File: src/rtl/hazard_pkg.sv
// Shared encodings for the hazard controller: forwarding selects and
// the deferred-exception state machine states.
package hazard_pkg;

  localparam logic [1:0] FWD_RF  = 2'b00;
  localparam logic [1:0] FWD_WB  = 2'b01;
  localparam logic [1:0] FWD_MEM = 2'b10;

  typedef enum logic {
    S_IDLE     = 1'b0,
    S_EXC_PEND = 1'b1
  } state_t;

endpackage

File: src/rtl/hazard_fwd.sv
// Forwarding select for one source register: M beats W, register 0 never forwards.
module hazard_fwd
  import hazard_pkg::*;
#(
  parameter int unsigned RW = 5
) (
  input  logic [RW-1:0] src,
  input  logic [RW-1:0] dst_m,
  input  logic          wr_m,
  input  logic [RW-1:0] dst_w,
  input  logic          wr_w,
  output logic [1:0]    sel
);

  always_comb begin
    sel = FWD_RF;
    if (src != RW'(0)) begin
      if (wr_m && (dst_m == src))      sel = FWD_MEM;
      else if (wr_w && (dst_w == src)) sel = FWD_WB;
    end
  end

endmodule

File: src/rtl/hazard_sb.sv
// Pipeline hazard controller: forwarding, load-use/branch/HI-LO stalls,
// global memory stall and exception flush deferred across that stall.
module hazard_sb
  import hazard_pkg::*;
#(
  parameter int unsigned RW      = 5,
  parameter int unsigned LU_LAT  = 1,
  parameter bit          BR_IN_D = 1'b1
) (
  input  logic          clk,
  input  logic          rst,
  input  logic [RW-1:0] rsD,
  input  logic [RW-1:0] rtD,
  input  logic          branchD,
  input  logic          hilo_rdD,
  input  logic          mdu_opD,
  input  logic [RW-1:0] rsE,
  input  logic [RW-1:0] rtE,
  input  logic [RW-1:0] writeregE,
  input  logic          regwriteE,
  input  logic          memtoregE,
  input  logic          mdu_startE,
  input  logic [RW-1:0] writeregM,
  input  logic          regwriteM,
  input  logic          memtoregM,
  input  logic          is_exceptM,
  input  logic [RW-1:0] writeregW,
  input  logic          regwriteW,
  input  logic          mdu_done,
  input  logic          mem_stall,
  output logic          stallF,
  output logic          stallD,
  output logic          stallE,
  output logic          stallM,
  output logic          stallW,
  output logic          flushD,
  output logic          flushE,
  output logic          flushM,
  output logic          forwardaD,
  output logic          forwardbD,
  output logic [1:0]    forwardaE,
  output logic [1:0]    forwardbE,
  output logic          mdu_busy,
  output logic          mdu_cancel
);

  localparam int unsigned LW = $clog2(LU_LAT + 1);

  state_t        state;
  logic          busy;
  logic [LW-1:0] lu_cnt;
  logic [1:0]    sel_aD, sel_bD;
  logic          lu_hit, br_hit, hl_hit, dstall, exc_take;
  logic          e_match, m_match;

  hazard_fwd #(.RW(RW)) u_fwd_aE (.src(rsE), .dst_m(writeregM), .wr_m(regwriteM),
                                  .dst_w(writeregW), .wr_w(regwriteW), .sel(forwardaE));
  hazard_fwd #(.RW(RW)) u_fwd_bE (.src(rtE), .dst_m(writeregM), .wr_m(regwriteM),
                                  .dst_w(writeregW), .wr_w(regwriteW), .sel(forwardbE));
  hazard_fwd #(.RW(RW)) u_fwd_aD (.src(rsD), .dst_m(writeregM), .wr_m(regwriteM),
                                  .dst_w(writeregW), .wr_w(regwriteW), .sel(sel_aD));
  hazard_fwd #(.RW(RW)) u_fwd_bD (.src(rtD), .dst_m(writeregM), .wr_m(regwriteM),
                                  .dst_w(writeregW), .wr_w(regwriteW), .sel(sel_bD));

  // D comparator only takes the M path; a W-only hit reads the regfile.
  assign forwardaD = BR_IN_D && (sel_aD == FWD_MEM);
  assign forwardbD = BR_IN_D && (sel_bD == FWD_MEM);

  assign e_match  = (writeregE != RW'(0)) && ((writeregE == rsD) || (writeregE == rtD));
  assign m_match  = (writeregM != RW'(0)) && ((writeregM == rsD) || (writeregM == rtD));
  assign lu_hit   = memtoregE && e_match;
  assign br_hit   = BR_IN_D && branchD && ((regwriteE && e_match) || (memtoregM && m_match));
  assign hl_hit   = (hilo_rdD || mdu_opD) && (busy || mdu_startE);
  assign dstall   = lu_hit || (lu_cnt != LW'(0)) || br_hit || hl_hit;
  assign exc_take = !mem_stall && (is_exceptM || (state == S_EXC_PEND));
  assign mdu_busy = busy;

  always_comb begin
    stallF     = 1'b0;
    stallD     = 1'b0;
    stallE     = 1'b0;
    stallM     = 1'b0;
    stallW     = 1'b0;
    flushD     = 1'b0;
    flushE     = 1'b0;
    flushM     = 1'b0;
    mdu_cancel = 1'b0;
    if (mem_stall) begin
      stallF = 1'b1;
      stallD = 1'b1;
      stallE = 1'b1;
      stallM = 1'b1;
      stallW = 1'b1;
    end else if (exc_take) begin
      flushD     = 1'b1;
      flushE     = 1'b1;
      flushM     = 1'b1;
      mdu_cancel = 1'b1;
    end else if (dstall) begin
      stallF = 1'b1;
      stallD = 1'b1;
      flushE = 1'b1;
    end
  end

  // Exception deferral, HI/LO scoreboard and load-use bubble counter.
  always_ff @(posedge clk or posedge rst) begin
    if (rst) begin
      state  <= S_IDLE;
      busy   <= 1'b0;
      lu_cnt <= LW'(0);
    end else if (mem_stall) begin
      if (is_exceptM) state <= S_EXC_PEND;
      if (mdu_done)   busy  <= 1'b0;
    end else if (exc_take) begin
      state  <= S_IDLE;
      busy   <= 1'b0;
      lu_cnt <= LW'(0);
    end else begin
      if (mdu_startE)    busy <= 1'b1;
      else if (mdu_done) busy <= 1'b0;
      if (lu_hit)                 lu_cnt <= LW'(LU_LAT - 1);
      else if (lu_cnt != LW'(0))  lu_cnt <= lu_cnt - LW'(1);
    end
  end

endmodule

File: config.mk
export PLATFORM = sky130hd
export DESIGN_NAME = hazard_sb
export DESIGN_NICKNAME = d
export VERILOG_FILES = /design/src/rtl/hazard_pkg.sv /design/src/rtl/hazard_fwd.sv /design/src/rtl/hazard_sb.sv
export SDC_FILE = /design/constraint.sdc
export NUM_CORES = 1
export LEC_CHECK = 0
export CORE_MARGIN = 2
export CORE_UTILIZATION = 31
export DETAILED_ROUTE_END_ITERATION = 16
export PLACE_DENSITY = 0.77
export SLEW_MARGIN = 20
export SYNTH_ARGS = -nofsm -noshare
export SYNTH_HDL_FRONTEND = slang
export SYNTH_HIERARCHICAL = 1
export SYNTH_SLANG_ARGS = --single-unit
File: constraint.sdc
create_clock -name clk -period 3.5 [get_ports clk]
set_input_delay 0.7 -clock clk [delete_from_list [all_inputs] [get_ports clk]]
set_output_delay 0.7 -clock clk [all_outputs]
set_load 0.01 [all_outputs]
==> results.txt <==
The count of hold-fix buffers inserted at cts came out at 0. The pin count of the biggest net entering global routing came out at 7. The die span in y came out at 60.22 um. The area enclosed by the die boundary is 0.003626 mm2.

The peak supply drop is 0.1231 mV. The hold path startpoint is state. The estimated wirelength of the detail-placed design is 2641 um. Counting along the longest clock path gives a buffer depth of 2.

The number of enable flip-flop cells after synthesis came out at 0. The worst setup skew after layout is 0.0004715 ns. For this run, design rule violations remaining after detail routing come to 0. The number of storage elements in the synthesis netlist is 2.

The area after detailed placement is 0.001713 mm2. The aggregate global routing overflow came out at 0. The number of buffers inserted to repair setup after CTS came out at 0.

The post-route standard cell area excluding fillers is 0.001779 mm2. The count of cells along the worst register-to-register path came out at 3. The final core utilization is 58.76%. Counting every net in the synthesized netlist gives 178.

The share of synthesized flip-flops with an asynchronous set or reset came out at 100.0%. The worst max-slew margin expressed relative to the limit came out at 78.15%. For this design the ratio of total power to cell area is 163.4 mW/mm2. The row count is 20. The H-tree depth reported by CTS is 1. After synthesis, the cell types taking the most area are xor2_1, xnor2_1, nor2_1, dfrtp_1, buf_4. The count of nets after finishing is 252.

After clock tree synthesis, the repair step resized 0 gates. The hold violation total from the final report came out at 0. The flow ran to the end, and the final reports show no timing, DRC or antenna violations. The count of final max-slew check failures came to 0. In this run the mean area of a mapped cell was 7.594 um2. The post-route antenna net violation count is 0.

The total CTS buffers is 3. xor2_1 takes more of the synthesized area than any other cell. The worst setup path is launched from an input port. The most common cell after layout, fill and taps aside is clkdlybuf4s50_1.

The final setup violation count came out at 0. Static timing analysis puts the maximum clock frequency at 0.2904 GHz. The total power after layout came out at 0.2907 mW. The data arrival at the endpoint of the critical path came out at 2.74 ns. The weighted congestion reported at the end of routability-driven placement came out at 0.8134. STA classifies the critical path endpoint as an output pin. The routed design has 3443 um of wire. The static leakage power came out at 0.7343 nW. Sequential cells were found to cover 5.109% of the synthesized design area.

The clock slew at the register clock pins of the worst setup and hold paths is 0.03 ns. The distinct cell type count after synthesis is 23. The number of I/O pins came out at 65.

The synthesized design devotes to its leading area cell type 32.18% of total area. In the layout the commonest cells are clkdlybuf4s50_1, xor2_1, xnor2_1. The time the worst path needs with I/O delays and setup is 3.444 ns. The endpoint identified for the worst register-to-register timing path is mdu_busy. The number of global-route vias before repair is 1224. The synthesized netlist cell count came out at 129. The first-pass iteration count of the detailed router is 4. The share of the cycle needed by the critical path after routing is 98.39%.

The top flip-flop cell by instance count after synthesis is dfrtp_1. The buffer cell driving the clock tree root is clkbuf_4. The area growth from synthesis to layout is 81.61%.

For this block, the initial DRC count from the detailed router was 39. The slew of the pin with the lowest slew margin is 0.3272 ns. The sink count of the clock tree is 2. The number of filler instances in the final layout is 273. The number of port buffers came out at 64.

Global routing used 19.26% of the available tracks across all layers. The launch point of the worst reg-to-reg path is state. The number of diodes came out at 0. The number of warning messages in the yosys log is 6. The tool flagged a number of max-cap violations equal to 0.

The number of antenna violations at the first check in global routing came out at 0. The standard cell core area came out at 0.003028 mm2. The TritonCTS clock tree is done.

The tightest min-delay check is of the reg -> reg type. The fraction of final layout cells with drive strength greater than 1 came out at 11.44%. The register-to-register setup slack came out at 2.66 ns. The post-synthesis instance area came out at 979.7 um2. The vias after detailed routing came out at 1179.

Along the worst hold path, the cell count comes to 2. The floorplan die width is 60.22 um. The starting density of the core is 32.36%.

For hold timing, the worst endpoint is state. Along the worst path, the maximum fanout reaches 6. The routed length per placed instance came out at 14.05 um. The later-pin clock latency in the skew report came out at 0.24 ns.

The first global-routing pass estimated 5188 um of wire. STA puts the critical path data required time at 2.80 ns. The class of the most critical setup path is in -> out.

The via density per instance came out at 4.812.
state kept, by name, summed over array words and instances (netlist names):
signal / cells
mdu_busy: 1
state: 1
worst max path at each step:
stage	startpoint	end	slack, ns	cells after the start
final	writeregM[3]	flushE	0.06	8
after global routing	writeregM[3]	flushE	-0.009	8
after CTS	writeregM[4]	flushE	0.05	6
after detailed placement	writeregM[4]	flushE	0.06	6
after global placement	writeregM[4]	flushE	0.05	6
after floorplan	writeregM[0]	stallF	0.94	5
power breakdown:
part	total (mW)	internal (mW)	switching, mW
combinational	0.208	0.117	0.0904
clock	0.0569	0.0383	0.0186
sequential	0.0261	0.0250	0.00115
total	0.291	0.180	0.110
metal layers:
layer  up-vias  global-route usage, %  share of wire, %
met5         -                      0                 0
met4         0                  10.79               2.8
met3         8                  2.165               9.2
met2        66                  33.23                43
met1       516                  22.82                44
li1        589                      -                 -
cells in the mapped netlist, types with 2 or more instances:
cell type,number
nor2b_1,2
nor4_1,4
a22oi_1,3
nand3_1,4
or4_1,5
nand2_1,4
inv_1,3
nor3_1,4
nand4_1,4
buf_4,6
dfrtp_1,2
xnor2_1,24
nor2_1,16
xor2_1,36
nor4b_1,4
worst max-delay path, cell delays in order:
cell             delay (ns)
clkdlybuf4s50_1        0.49
buf_4                  0.19
xor2_1                 0.24
nor3_2                 0.08
a22oi_2                0.18
o221ai_2               0.14
o31a_1                 0.25
clkdlybuf4s50_1        0.48
logic make-up after synthesis:
kind of cell / after synthesis / synth area share (%)
flops: 2 / 5.109
buf+inv: 9 / 5.747
compound gates: 10 / 8.812
simple gates: 48 / 26.69
xor+xnor: 60 / 53.64
through the flow:
stage	hold WS, ns	worst slack (ns)	instances	TNS, ns
after floorplan	0.4412	0.9386	129	0
after global placement	0.5150	0.04990	242	0
after detailed placement	0.5208	0.06447	242	0
after CTS	0.5295	0.05246	245	0
after global routing	0.5563	-0.009329	245	-0.009329
final	0.5221	0.05642	245	0
cell type report:
| cell class | instances | area (um2) | share of cell area, % |
|---|---|---|---|
| Timing Repair Buffer | 75 | 738.2 | 41.49 |
| Inverter | 3 | 11.26 | 0.6329 |
| Clock buffer | 3 | 22.52 | 1.266 |
| Sequential cell | 2 | 50.05 | 2.813 |
| Tap cell | 44 | 55.05 | 3.094 |
| Multi-Input combinational cell | 118 | 902.1 | 50.70 |
Power figures use the tool's default switching activity.
